`src/rtl/toggle_cover_drain.sv`:
```
// rtl/toggle_cover_drain.sv - first-hit toggle coverage scheduler with round-robin report drain
//
// Purpose:
//   Captures the first hit on each toggle point in sticky pending/claimed bitmaps.
//   It issues every newly covered point exactly once as an absolute cover index on a
//   valid/ready report channel, choosing round-robin among pending points. It also
//   counts how many distinct points have been claimed.
//
// Ports:
//   clock        in   1      rising-edge clock
//   reset        in   1      asynchronous active-high reset
//   valid        in   WIDTH  per-point hit pulses
//   clear        in   1      synchronous flush of all coverage state
//   out_valid    out  1      report available
//   out_ready    in   1      report channel accepts
//   out_index    out  IDX_W  absolute cover index of reported point
//   covered_cnt  out  CNT_W  distinct points claimed since reset/clear
//   all_covered  out  1      every point has been claimed
module toggle_cover_drain #(
  parameter int unsigned WIDTH       = 8,
  parameter int unsigned COVER_INDEX = 0,
  parameter int unsigned IDX_W       = 32,
  parameter int unsigned CNT_W       = $clog2(WIDTH + 1)
) (
  input  logic             clock,
  input  logic             reset,
  input  logic [WIDTH-1:0] valid,
  input  logic             clear,
  output logic             out_valid,
  input  logic             out_ready,
  output logic [IDX_W-1:0] out_index,
  output logic [CNT_W-1:0] covered_cnt,
  output logic             all_covered
);

  localparam int unsigned PTR_W = (WIDTH > 1) ? $clog2(WIDTH) : 1;

  typedef enum logic {EMPTY, FULL} state_t;

  state_t           state;
  logic [WIDTH-1:0] pending;
  logic [WIDTH-1:0] claimed;
  logic [PTR_W-1:0] ptr;

  logic             found;
  logic [PTR_W-1:0] sel;
  logic [PTR_W-1:0] cand_p;
  int unsigned      cand;
  logic [PTR_W-1:0] ptr_next;
  logic             load;
  logic [WIDTH-1:0] hits;
  logic [WIDTH-1:0] sel_mask;
  logic [WIDTH-1:0] pending_next;
  logic [WIDTH-1:0] claimed_next;

  // Scan pending bits starting at ptr and wrapping; the first one found wins.
  always_comb begin
    found  = 1'b0;
    sel    = '0;
    cand   = 0;
    cand_p = '0;
    for (int k = 0; k < int'(WIDTH); k++) begin
      cand = int'(ptr) + k;
      if (cand >= WIDTH) begin
        cand = cand - WIDTH;
      end
      cand_p = PTR_W'(cand);
      if (!found && pending[cand_p]) begin
        found = 1'b1;
        sel   = cand_p;
      end
    end
  end

  assign ptr_next = (sel == PTR_W'(WIDTH - 1)) ? '0 : sel + PTR_W'(1);

  // The output register can take a new report when empty or when the current one
  // is being accepted this cycle.
  assign load = !clear && found && ((state == EMPTY) || out_ready);

  // Only bits never seen before become pending. A hit on the bit being selected
  // is already masked by its pending flag, so the claim always wins.
  assign hits         = valid & ~claimed & ~pending;
  assign sel_mask     = load ? (WIDTH'(1) << sel) : '0;
  assign pending_next = (pending & ~sel_mask) | hits;
  assign claimed_next = claimed | sel_mask;

  always_ff @(posedge clock or posedge reset) begin
    if (reset) begin
      state       <= EMPTY;
      pending     <= '0;
      claimed     <= '0;
      ptr         <= '0;
      out_valid   <= 1'b0;
      out_index   <= '0;
      covered_cnt <= '0;
    end else if (clear) begin
      // Flush drops any stalled report along with the coverage history.
      state       <= EMPTY;
      pending     <= '0;
      claimed     <= '0;
      ptr         <= '0;
      out_valid   <= 1'b0;
      out_index   <= '0;
      covered_cnt <= '0;
    end else begin
      pending <= pending_next;
      claimed <= claimed_next;
      if (load) begin
        state       <= FULL;
        out_valid   <= 1'b1;
        out_index   <= IDX_W'(COVER_INDEX) + IDX_W'(sel);
        covered_cnt <= covered_cnt + CNT_W'(1);
        ptr         <= ptr_next;
      end else if ((state == FULL) && out_ready) begin
        state     <= EMPTY;
        out_valid <= 1'b0;
      end
    end
  end

  assign all_covered = (covered_cnt == CNT_W'(WIDTH));

endmodule

```
`config.mk`:
```
export PLATFORM = sky130hd
export DESIGN_NAME = toggle_cover_drain
export DESIGN_NICKNAME = d
export VERILOG_FILES = /design/src/rtl/toggle_cover_drain.sv
export SDC_FILE = /design/constraint.sdc
export NUM_CORES = 1
export LEC_CHECK = 0
export ABC_AREA = 1
export ABC_CLOCK_PERIOD_IN_PS = 6920
export BUFFER_PORTS_ARGS = -buffer_cell sky130_fd_sc_hd__buf_2
export CORE_MARGIN = 4
export CORE_UTILIZATION = 59
export DETAILED_ROUTE_END_ITERATION = 16
export MAX_ROUTING_LAYER = met4
export PLACE_DENSITY = 0.82
export SLEW_MARGIN = 10
export SYNTH_ARGS = -nofsm -noshare
export SYNTH_HDL_FRONTEND = slang
export SYNTH_SLANG_ARGS = --single-unit
```
`constraint.sdc`:
```
create_clock -name clock -period 6.92 [get_ports clock]
set_clock_uncertainty 0.15 [all_clocks]
set_input_delay 1.384 -clock clock [delete_from_list [all_inputs] [get_ports clock]]
set_output_delay 1.384 -clock clock [all_outputs]
set_load 0.01 [all_outputs]
```
==> PnR_summary.wiki <==
{| class="wikitable"
! Metric !! Value
|-
| Outcome || finished clean
|-
| First-pass GRT wire length || 7720 um
|-
| Number of clock buffers inserted by TritonCTS || 3
|-
| Mean Syn Cell Area || 7.65 um^2
|-
| Tightest Pin Transition || 966 ps
|-
| Post-route DRC || 0
|-
| R2R Path End || pending[3]
|-
| Leading cell type in the layout, fill and taps excluded || sky130_fd_sc_hd__nand2_1
|-
| Overall overflow remaining after global route || 0
|-
| Final core utilization || 63.6%
|-
| Standard cell core area || 0.00374 mm^2
|-
| Detailed-routing iteration count for the pre-antenna-repair pass || 4
|-
| Launching point of the worst reg2reg path || ptr[0]
|-
| Highest clock frequency the design can meet || 299 MHz
|-
| Ratio of cells with drive above 1 in the final layout || 22.7%
|-
| Clock-pin slew reported for the worst setup and hold paths after clock tree synthesis || 90 ps
|-
| Effective utilization at floorplan || 62.5%
|-
| Slew headroom || 35.6%
|-
| Number of I/O pins || 50
|-
| Final-report setup violation count || 0
|-
| Synth warn || 0
|-
| Type of the worst min-delay path || flip-flop to flip-flop
|-
| Synth Register Bits || 27
|-
| I/O Buffers || 20
|-
| Hold Vio Cnt, Final || 0
|-
| Final Net Count || 341
|-
| Largest net degree at the start of global routing || 28
|-
| Type of the setup path with the least slack || flip-flop to flip-flop
|-
| Antenna violation net count after detailed routing || 0
|-
| Buffer count from post-CTS setup fixing || 0
|-
| Arrival time reported for the critical path endpoint || 3360 ps
|-
| Number of global-route vias before repair || 1690
|-
| Setup crit end kind || flip-flop
|-
| Via density || 5.19
|-
| Data required time of the critical path || 6930 ps
|-
| Clock period minus final worst setup slack || 3350 ps
|-
| Number of max-slew violations in the final report || 0
|-
| Launch point of the worst hold path || claimed[6]
|-
| Clock tree sinks || 27
|-
| Routability-driven placement congestion ratio || 1.07
|-
| Number of vias in the routed layout || 1922
|-
| RSZ-0062 raised after global routing || no
|-
| Level count of the clock H-tree || 1
|-
| Number of distinct library cells after synthesis || 40
|-
| Number of antenna violations at the first check in global routing || 0
|-
| Y dimension of the die || 71.0 um
|-
| Per-cell routed wire length || 13.1 um
|-
| Count of instances resized after the clock tree is built || 0
|-
| Final sum of negative setup slack || 0 ps
|-
| Horizontal extent of the die || 71.0 um
|-
| Final HPWL DP || 3910 um
|-
| TritonCTS clock tree || built
|-
| Worst min-delay path endpoint || claimed[6]
|-
| Combined area of all synthesized cells || 0.00234 mm^2
|-
| Number of hold-repair buffers added at the cts stage || 0
|-
| Portion of the post-synthesis area used by sequential elements || 28.9%
|-
| Die footprint || 0.00504 mm^2
|-
| Max-capacitance violation count || 0
|-
| Minimum setup slack among reg-to-reg paths || 3570 ps
|-
| FILL cells || 352
|-
| Area Growth Syn to Fin || 1.71%
|-
| Number of instances in the synthesized netlist || 306
|-
| Violation count after the first detailed-routing iteration || 159
|-
| CP max FO || 13
|-
| Clock buffer depth || 2
|-
| Commonest non-fill, non-tap cells in the layout || sky130_fd_sc_hd__nand2_1 (58), sky130_fd_sc_hd__nand3_1 (35), sky130_fd_sc_hd__inv_1 (30)
|-
| Clk_lat worst skew || 270 ps
|-
| GRT Util Overall || 19.3%
|-
| Logic depth of the worst register-to-register path || 19
|-
| Drt total wl || 4840 um
|-
| Hold path depth || 2
|-
| Number of core rows || 22
|-
| Diode insertion count for antenna repair || 0
|-
| Critical path startpoint category || flip-flop
|-
| Buffer cell driving the clock tree root || sky130_fd_sc_hd__clkbuf_8
|-
| Fraction of the cycle the final worst path needs || 48.4%
|}
[logic make-up after synthesis]
logic type	after synthesis	synth area share [%]
AND/OR/NAND/NOR	158	38.7
buffers and inverters	75	18.0
AO/OA/AOI/OAI	33	8.18
flip-flops	27	28.9
XOR/XNOR	6	2.89
adder cells (fa/ha/maj)	6	3.21
other	1	0.160
[cells in the mapped netlist]
cell type	number	area, um^2
sky130_fd_sc_hd__a21boi_0	1	7.51
sky130_fd_sc_hd__a21oi_1	14	70.1
sky130_fd_sc_hd__a31oi_1	1	6.26
sky130_fd_sc_hd__a31oi_4	1	21.3
sky130_fd_sc_hd__buf_2	1	5.00
sky130_fd_sc_hd__buf_4	31	233
sky130_fd_sc_hd__buf_6	1	11.3
sky130_fd_sc_hd__buf_8	1	15.0
sky130_fd_sc_hd__clkbuf_1	2	7.51
sky130_fd_sc_hd__clkinv_1	1	3.75
sky130_fd_sc_hd__conb_1	1	3.75
sky130_fd_sc_hd__dfrtp_1	27	676
sky130_fd_sc_hd__ha_1	6	75.1
sky130_fd_sc_hd__inv_1	30	113
sky130_fd_sc_hd__inv_2	7	26.3
sky130_fd_sc_hd__inv_4	1	6.26
sky130_fd_sc_hd__nand2_1	58	218
sky130_fd_sc_hd__nand2_2	6	37.5
sky130_fd_sc_hd__nand2_4	8	90.1
sky130_fd_sc_hd__nand3_1	35	175
sky130_fd_sc_hd__nand3_2	11	110
sky130_fd_sc_hd__nand3_4	2	35.0
sky130_fd_sc_hd__nand4_1	5	31.3
sky130_fd_sc_hd__nand4_2	1	12.5
sky130_fd_sc_hd__nand4_4	1	21.3
sky130_fd_sc_hd__nor2_1	21	78.8
sky130_fd_sc_hd__nor2_2	4	25.0
sky130_fd_sc_hd__nor2_4	1	11.3
sky130_fd_sc_hd__nor2_8	2	40.0
sky130_fd_sc_hd__nor3_1	1	5.00
sky130_fd_sc_hd__nor3_2	1	10.0
sky130_fd_sc_hd__o21ai_0	11	55.1
sky130_fd_sc_hd__o21ai_1	1	5.00
sky130_fd_sc_hd__o21bai_1	1	7.51
sky130_fd_sc_hd__o22ai_1	3	18.8
sky130_fd_sc_hd__or2_2	1	6.26
sky130_fd_sc_hd__xnor2_1	2	17.5
sky130_fd_sc_hd__xnor2_2	1	16.3
sky130_fd_sc_hd__xor2_1	2	17.5
sky130_fd_sc_hd__xor2_2	1	16.3
[per-stage QoR]
step	worst slack [ps]	cell area [um^2]	std cells	hold slack [ps]
after floorplan	4070	2450	334	316
after global placement	3670	2330	366	327
after detailed placement	3650	2330	366	342
after CTS	3630	2380	370	363
after global routing	3330	2380	370	378
final	3570	2380	370	357
[cell type report]
type | instances | area, um^2 | share of cell area, %
Clock buffer | 3 | 41.3 | 1.73
Clock inverter | 1 | 5.00 | 0.210
Inverter | 39 | 149 | 6.25
Multi-Input combinational cell | 232 | 1350 | 56.7
Sequential cell | 27 | 676 | 28.4
Tap cell | 48 | 60.1 | 2.52
Timing Repair Buffer | 20 | 100 | 4.20
[metal layers]
layer,wire length (um),up-vias,global-route usage [%]
met1,2020,878,24.8
met3,282,10,1.85
met2,2450,71,32.7
met4,89,0,5.01
li1,-,963,-
met5,0,-,-
[state kept, by name, summed over array words and instances (netlist names)]
name	flops
claimed	8
covered_cnt	4
pending	8
state	1
ptr	3
out_index	3
[worst max-delay path, cell delays in order (launching register included)]
cell and delay (ps):
sky130_fd_sc_hd__dfrtp_1 560, sky130_fd_sc_hd__inv_4 170, sky130_fd_sc_hd__ha_1 470, sky130_fd_sc_hd__inv_2 220
sky130_fd_sc_hd__nand3_1 100, sky130_fd_sc_hd__nand2_1 140, sky130_fd_sc_hd__nand2_1 80, sky130_fd_sc_hd__nand2_2 110
sky130_fd_sc_hd__inv_2 70, sky130_fd_sc_hd__nor2_4 160, sky130_fd_sc_hd__nand4_1 140, sky130_fd_sc_hd__inv_1 90
sky130_fd_sc_hd__nor2_1 50, sky130_fd_sc_hd__nand3_1 150, sky130_fd_sc_hd__nand2_1 120, sky130_fd_sc_hd__inv_1 70
sky130_fd_sc_hd__ha_1 130, sky130_fd_sc_hd__nand2_1 60, sky130_fd_sc_hd__o21ai_0 140, sky130_fd_sc_hd__nor2_1 50
[how the worst max path moves through the flow]
stage | from | end
3_5_place_dp | ptr[0] | pending[3]
3_3_place_gp | ptr[0] | pending[3]
2_1_floorplan | ptr[0] | pending[3]
6_report | ptr[0] | pending[3]
4_1_cts | ptr[0] | ptr[2]
5_1_grt | ptr[0] | pending[3]
Power is left out: the tool's default activity adds up to more than one toggle a clock period on the data nets, which glitch-free logic cannot reach.
